<file path="src/rtl/bsg_fma_rr_sched.sv">
// ---------------------------------------------------------------------------
// bsg_fma_rr_sched
//   Two requesters share one bsg_fma multiply datapath through a two-stage
//   pipeline. A one-bit round-robin pointer decides which port wins when both
//   request in the same cycle. Each result carries the index of its requester.
//
//   Stage S1 registers the winning operands and tag, and feeds bsg_fma
//   combinationally. Stage S2 registers mul_o and the tag, and drives the
//   output. Both stages use valid/accept flow control, so a full pipeline can
//   drain and refill in the same cycle without a bubble.
//
// Ports
//   clk_i             clock, rising edge
//   reset_i           synchronous active-high reset
//   a0_i, b0_i, v0_i  port-0 operands and request valid
//   ready0_o          port-0 request accepted when high with v0_i
//   a1_i, b1_i, v1_i  port-1 operands and request valid
//   ready1_o          port-1 request accepted when high with v1_i
//   data_o            result (mul_o of the owning request)
//   tag_o             index of the requester that owns data_o
//   v_o               data_o/tag_o valid
//   yumi_i            consumer takes the result this cycle
//   busy_o            either pipeline stage holds a valid entry
//
// bsg_fma (same file)
//   Shared multiply datapath. mul_o is the product a_i * b_i truncated to
//   width_lp bits.
// ---------------------------------------------------------------------------

module bsg_fma #(
   parameter int exp_p = 8,
   parameter int sig_p = 23,
   localparam int width_lp = exp_p + sig_p + 1
) (
   input  logic [width_lp-1:0] a_i,
   input  logic [width_lp-1:0] b_i,
   output logic [width_lp-1:0] mul_o
);

   assign mul_o = a_i * b_i;

endmodule

module bsg_fma_rr_sched #(
   parameter int exp_p = 8,
   parameter int sig_p = 23,
   localparam int width_lp = exp_p + sig_p + 1
) (
   input  logic                clk_i,
   input  logic                reset_i,

   input  logic [width_lp-1:0] a0_i,
   input  logic [width_lp-1:0] b0_i,
   input  logic                v0_i,
   output logic                ready0_o,

   input  logic [width_lp-1:0] a1_i,
   input  logic [width_lp-1:0] b1_i,
   input  logic                v1_i,
   output logic                ready1_o,

   output logic [width_lp-1:0] data_o,
   output logic                tag_o,
   output logic                v_o,
   input  logic                yumi_i,

   output logic                busy_o
);

   // S1: operand register
   logic                s1_v_q,   s1_v_d;
   logic [width_lp-1:0] s1_a_q,   s1_a_d;
   logic [width_lp-1:0] s1_b_q,   s1_b_d;
   logic                s1_tag_q, s1_tag_d;

   // S2: result register
   logic                s2_v_q,    s2_v_d;
   logic [width_lp-1:0] s2_data_q, s2_data_d;
   logic                s2_tag_q,  s2_tag_d;

   // Round-robin pointer: the port that wins a tie
   logic                pri_q, pri_d;

   logic                s2_accepts;
   logic                s1_adv;
   logic                s1_accepts;
   logic                acc0;
   logic                acc1;
   logic [width_lp-1:0] mul_lo;

   bsg_fma #(
      .exp_p (exp_p),
      .sig_p (sig_p)
   ) fma (
      .a_i   (s1_a_q),
      .b_i   (s1_b_q),
      .mul_o (mul_lo)
   );

   always_comb begin
      // yumi_i is only meaningful while S2 holds a result; when S2 is empty
      // it accepts regardless, so a stray yumi_i has no effect.
      s2_accepts = ~s2_v_q | yumi_i;
      s1_adv     = s1_v_q & s2_accepts;
      s1_accepts = ~s1_v_q | s1_adv;

      // Each port is blocked only when the other port requests and owns the
      // tie-break, so the two readies can never both fire with both valids.
      ready0_o = ~reset_i & s1_accepts & (~v1_i | ~pri_q);
      ready1_o = ~reset_i & s1_accepts & (~v0_i |  pri_q);

      acc0 = v0_i & ready0_o;
      acc1 = v1_i & ready1_o;

      s1_v_d    = s1_v_q;
      s1_a_d    = s1_a_q;
      s1_b_d    = s1_b_q;
      s1_tag_d  = s1_tag_q;
      s2_v_d    = s2_v_q;
      s2_data_d = s2_data_q;
      s2_tag_d  = s2_tag_q;
      pri_d     = pri_q;

      if (s2_accepts) begin
         s2_v_d = s1_v_q;
         if (s1_v_q) begin
            s2_data_d = mul_lo;
            s2_tag_d  = s1_tag_q;
         end
      end

      if (s1_accepts) begin
         s1_v_d = acc0 | acc1;
         if (acc0) begin
            s1_a_d   = a0_i;
            s1_b_d   = b0_i;
            s1_tag_d = 1'b0;
            pri_d    = 1'b1;
         end else if (acc1) begin
            s1_a_d   = a1_i;
            s1_b_d   = b1_i;
            s1_tag_d = 1'b1;
            pri_d    = 1'b0;
         end
      end
   end

   always_ff @(posedge clk_i) begin
      if (reset_i) begin
         s1_v_q    <= 1'b0;
         s1_a_q    <= '0;
         s1_b_q    <= '0;
         s1_tag_q  <= 1'b0;
         s2_v_q    <= 1'b0;
         s2_data_q <= '0;
         s2_tag_q  <= 1'b0;
         pri_q     <= 1'b0;
      end else begin
         s1_v_q    <= s1_v_d;
         s1_a_q    <= s1_a_d;
         s1_b_q    <= s1_b_d;
         s1_tag_q  <= s1_tag_d;
         s2_v_q    <= s2_v_d;
         s2_data_q <= s2_data_d;
         s2_tag_q  <= s2_tag_d;
         pri_q     <= pri_d;
      end
   end

   assign data_o = s2_data_q;
   assign tag_o  = s2_tag_q;
   assign v_o    = s2_v_q;
   assign busy_o = s1_v_q | s2_v_q;

endmodule

</file>
<file path="config.mk">
export PLATFORM = sky130hd
export DESIGN_NAME = bsg_fma_rr_sched
export DESIGN_NICKNAME = d
export VERILOG_FILES = /design/src/rtl/bsg_fma_rr_sched.sv
export SDC_FILE = /design/constraint.sdc
export NUM_CORES = 1
export LEC_CHECK = 0
export CAP_MARGIN = 20
export CORE_AREA = 2 2 257 259
export CTS_BUF_LIST = sky130_fd_sc_hd__clkbuf_16
export CTS_CLUSTER_DIAMETER = 60
export CTS_CLUSTER_SIZE = 30
export DETAILED_ROUTE_END_ITERATION = 16
export DIE_AREA = 0 0 259 261
export SYNTH_ARGS = -nofsm -noshare
export SYNTH_HDL_FRONTEND = slang
export SYNTH_SLANG_ARGS = --single-unit
</file>
<file path="constraint.sdc">
create_clock -name clk_i -period 9.8 [get_ports clk_i]
set_clock_uncertainty 0.2 [all_clocks]
set_input_delay 1.47 -clock clk_i [delete_from_list [all_inputs] [get_ports clk_i]]
set_output_delay 1.47 -clock clk_i [all_outputs]
set_load 0.01 [all_outputs]
</file>
# Yosys cells after proc, flatten, opt, wreduce, memory -nomap -nowiden
# Cells that the tools add are included.
[totals]
register_bits = 101
inputBits = 133
out_inout_bits = 37
wordCells = 38
[op_classes]
mul = 1
muxes = 8
n_bitwise = 18
n_reduce_logical = 3
[op_table]
columns = ["operator", "n"]
rows = [
  ["two-way mux 32 bit", 4],
  ["multiplier 32 x 32 -> 32 bit", 1],
  ["AND 1 bit", 6],
  ["NOT 1 bit", 6],
  ["bitwise OR 1 bit", 6],
  ["two-way mux 1 bit", 4],
  ["AND reduction 2 bit", 2],
  ["nonzero test 2 bit", 1],
]

# Depth between registers and ports, before layout
[logic_depth]
word_depth = 9
depth_mapped = 27
depth_no_buf = 25

# Cells and area by module
# Synthesis repeated with hierarchy kept, for this count alone.
[hier_totals]
cells_unflattened = 2309
area_unflattened_um2 = 20794.9
[by_module_without_submodules]
columns = ["module", "n_inst", "cells_per_inst", "area_per_inst_um2", "seq_area_each_um2"]
rows = [
  ["bsg_fma", 1, 1694, 15707.6, 0.0],
  ["bsg_fma_rr_sched", 1, 615, 5087.4, 2021.9],
]

# Least setup slack after synthesis
# No wires, ideal clock.
[synth_timing]
kind = "register to register"
from = "register s1_a_q[13]"
to = "register s2_data_q[30], in the netlist data_o[30]"
setup_ps = 117
arrival_ps = 6784
t_required_ps = 9483
slack_ps = 2699
stages_incl_launch_ff = 25
path_buffers = 2
synth_period_minus_slack_ps = 7101
cell_sequence = "dfxtp_1 > clkbuf_1 > clkbuf_1 > and2_1 > fa_1 > fa_1 > fa_1 > inv_1 > fa_1 > inv_1 > fa_1 > inv_1 > fa_1 > inv_1 > fa_1 > fa_1 > ha_1 > and2_1 > and3_1 > and3_4 > and3_1 > o41a_1 > a31oi_1 > xnor2_1 > a22o_1"
[synth_via]
elab_chain_cells = 1
[synth_rtl]
columns = ["item", "line", "source"]
rows = [
  ["start, declared", "72", "logic [width_lp-1:0] s1_a_q, s1_a_d;"],
  ["start signal, assigned", "151", "s1_a_q <= '0;"],
  ["start signal, assigned", "160", "s1_a_q <= s1_a_d;"],
  ["multiplier 32 x 32 -> 32 bit", "40", "assign mul_o = a_i * b_i;"],
  ["end signal, assigned", "164", "s2_data_q <= s2_data_d;"],
  ["end, declared", "78", "logic [width_lp-1:0] s2_data_q, s2_data_d;"],
]
# No other way between the ends.
# A chain may end at the register's enable or synchronous reset.

# Worst setup path after layout
[layout_timing]
from = "register s1_a_q[11]"
to = "register s2_data_q[30], in the netlist data_o[30]"
# The elaborated chain is that of the path after synthesis.

==> impl_results.md <==
- Synth warnings: 0
- P_leak: just under 0.01 uW
- Post-Syn Nets: roughly 2.7k
- Final hold vios: 0
- Final WS setup: 2.07 ns
- Post-layout util: roughly a third
- First-pass GRT wire length: between 80 and 90 mm
- TritonCTS clock tree: done
- Fmax: roughly 130 MHz
- Slew headroom: between 20% and 30%
- Clk root buf: clkbuf_16
- Worst EP required: approximately 9.9 ns
- Io pins: 170
- RR Endpoint: data_o[30]
- Synth unique cells: 52
- Dominant synthesized flop cell: dfxtp_1
- Latest clock arrival within the worst-skew pair: 0.39 ns
- Reg clk slew, reported paths: 0.08 ns
- Async S/R FF share, synth: 0%
- Final setup viols: 0
- Post-Syn Instances: approximately 2.1k
- Commonest non-fill, non-tap cell in the layout: fa_1
- Final Cycle Share: approximately 80%
- # rows: 94
- Mapped Area: a little under 20000 sq um
- Max-capacitance violation count: 0
- Crit path time final: 7.73 ns
- Worst setup path startpoint: s1_a_q[11]
- Syn Area/Cell: approximately 9.3 sq um
- WHS Endpoint: data_o[10]
- Number of global-route vias before repair: between 15k and 20k
- Iter 0 DRT Violations: 895
- GP Congestion: ~0.88
- RSZ-0062 raised after global routing: false
- Yosys reg bits: approximately 100
- Worst Reg-to-Reg Cells: 22
- Bufs on Longest Clock Path: 2
- Peak supply drop: approximately 0.084 mV
- Reg2Reg Launch Point: s1_a_q[11]
- Commonest cells after routing, fill and taps aside: fa_1 (408), and2_1 (369), inv_1 (359), nand2_1 (214), clkdlybuf4s50_1 (168)
- Full die area: just under 70000 sq um
- Post-synth EDFFs: 0
- CP Launch Type: flip-flop
- Synth-to-layout area growth: 15.1%
- Tot GR Track Use: roughly 17%
- Sequential area share after synthesis: around a tenth
- Die W: 259 um
- Largest net degree at the start of global routing: 74
- Initial core utilization: between 20 and 30%
- Setup slack, reg-to-reg: slightly above 2 ns
- Cells after DPL: ~3.0k
- CTS H-tree lvls: 3
- Antenna-violating nets left: 0
- Layout cells sized above 1: between 2 and 3%
- Port Buf Inserts: 169
- CP arrival: a little under 8 ns
- Nets: 2826
- Grt ovf: 0
- TritonRoute pass-1 iters: 7
- Slew Viols, Final: 0
- # resized after CTS: 0
- CTS Hold Buffers Added: 0
- WL/cell: around 19 um
- Final WL: approximately 56 mm
- Worst hold path class: flip-flop to flip-flop
- Vias/cell: around 4.8
- Setup Buffers After CTS: 0
- Setup TNS Final: 0 ns
- Status: completed
- Non-filler instance count after layout: around 3.0k
- Core area: roughly 65000 sq um
- CTS Buf Count: 9
- Die height: between 200 and 300 um
- Clk sinks: approximately 100
- CP endpoint kind: flip-flop
- Power Density: roughly 74 nW/um^2
- Hold Startpoint: data_o[10]
- Antenna violations before repair: 0
- Detailed placer's ending HPWL: ~45 mm
- Setup Crit Path Kind: flip-flop to flip-flop
- DRC viols: 0
- Slew @ Worst Pin: about 1.1 ns
- Pre-CTS setup slack: around 2.0 ns
- Hold path depth: 2
- Total number of vias: about 14k
- Critical path peak fanout: 22
[worst max-delay path by stage]
| stage | to | slack (ns) | depth (start not counted) |
|---|---|---|---|
| after floorplan | data_o[30] | 2.70 | 24 |
| after global placement | data_o[30] | 2.06 | 23 |
| after detailed placement | data_o[30] | 1.98 | 21 |
| after CTS | data_o[30] | 1.93 | 21 |
| after global routing | data_o[30] | 1.83 | 23 |
| final | data_o[30] | 2.07 | 22 |
[registers in the layout, indices dropped and copies added, names as in the netlist]
register,count
data_o,32
pri_q,1
s1_a_q,32
s1_b_q,32
s1_tag_q,1
s1_v_q,1
tag_o,1
v_o,1
[cells in the mapped netlist (2+ instances only)]
| cell type | instances | share of area [%] |
|---|---|---|
| fa_1 | 408 | 42 |
| and2_1 | 371 | 12 |
| inv_1 | 359 | 7.0 |
| nand2_1 | 214 | 4.2 |
| ha_1 | 123 | 8.0 |
| clkbuf_1 | 117 | 2.3 |
| dfxtp_1 | 101 | 10 |
| nor2_1 | 88 | 1.7 |
| a222oi_1 | 64 | 3.3 |
| xnor2_1 | 63 | 2.9 |
| a21oi_1 | 48 | 1.2 |
| xor2_1 | 17 | 0.77 |
| a211oi_1 | 9 | 0.35 |
| buf_1 | 8 | 0.16 |
| a21o_1 | 7 | 0.27 |
| nand3_1 | 7 | 0.18 |
| o21ai_0 | 7 | 0.18 |
| and3_1 | 6 | 0.19 |
| nor3_1 | 6 | 0.16 |
| nor2b_1 | 5 | 0.16 |
| a211o_1 | 4 | 0.18 |
| o21a_1 | 4 | 0.16 |
| o21ai_1 | 4 | 0.10 |
| o21bai_1 | 4 | 0.16 |
| a21oi_2 | 2 | 0.091 |
| a22o_1 | 2 | 0.091 |
| a31o_2 | 2 | 0.091 |
| a31oi_1 | 2 | 0.065 |
| nand2b_1 | 2 | 0.065 |
| nand4_1 | 2 | 0.065 |
| nand4b_1 | 2 | 0.091 |
| nor3b_1 | 2 | 0.078 |
| o211ai_1 | 2 | 0.078 |
| o211ai_2 | 2 | 0.13 |
[area by class of cell]
| type | count | area (sq um) |
|---|---|---|
| Antenna cell | 1 | 2.50 |
| Clock buffer | 9 | 225 |
| Clock inverter | 7 | 88.8 |
| Fill cell | 6587 | 42800 |
| Inverter | 359 | 1350 |
| Multi-Input combinational cell | 1496 | 15500 |
| Sequential cell | 101 | 2020 |
| Tap cell | 864 | 1080 |
| Timing Repair Buffer | 195 | 1980 |
[routing by layer]
| metal | part of all wire [%] | wire length [um] | global-route usage (%) |
|---|---|---|---|
| met1 | 43 | 24000 | 22.0 |
| met2 | 49 | 27800 | 29.3 |
| met3 | 3.9 | 2180 | 1.54 |
| met4 | 3.8 | 2160 | 6.90 |
| met5 | 0 | 0 | 0 |
[worst max-delay path, stage by stage, from the launching register on]
cell	delay, ns
dfxtp_1	1.05
and2_1	0.26
fa_1	0.45
fa_1	0.50
fa_1	0.52
inv_1	0.05
fa_1	0.48
inv_1	0.06
fa_1	0.50
inv_1	0.06
fa_1	0.53
inv_1	0.05
fa_1	0.38
fa_1	0.47
ha_1	0.35
and2_1	0.21
and3_1	0.21
and3_4	0.18
and3_1	0.19
o41a_1	0.41
a31oi_1	0.21
xnor2_1	0.08
a22o_1	0.22
[cells by family after synthesis]
| group | after synthesis | synth area share, % |
|---|---|---|
| simple gates | 711 | 19.1 |
| fa+ha+maj | 531 | 50.2 |
| compound gates | 173 | 7.11 |
| buf+inv | 485 | 9.42 |
| flops | 101 | 10.5 |
| xor+xnor | 81 | 3.74 |
[report_power, final]
| group | switching, uW | internal [uW] |
|---|---|---|
| Clock | 195 | 205 |
| Combinational | 395 | 331 |
| Sequential | 81.5 | 442 |
[metrics by stage]
step | hold WS, ns | cell area, sq um | total power, uW
after floorplan | 0.232 | 19300 | 940
after global placement | 0.241 | 21800 | 1250
after detailed placement | 0.246 | 21900 | 1260
after CTS | 0.257 | 22200 | 1670
after global routing | 0.278 | 22300 | 1760
final | 0.253 | 22300 | 1650
No activity file was read; power rests on OpenSTA's default activity.
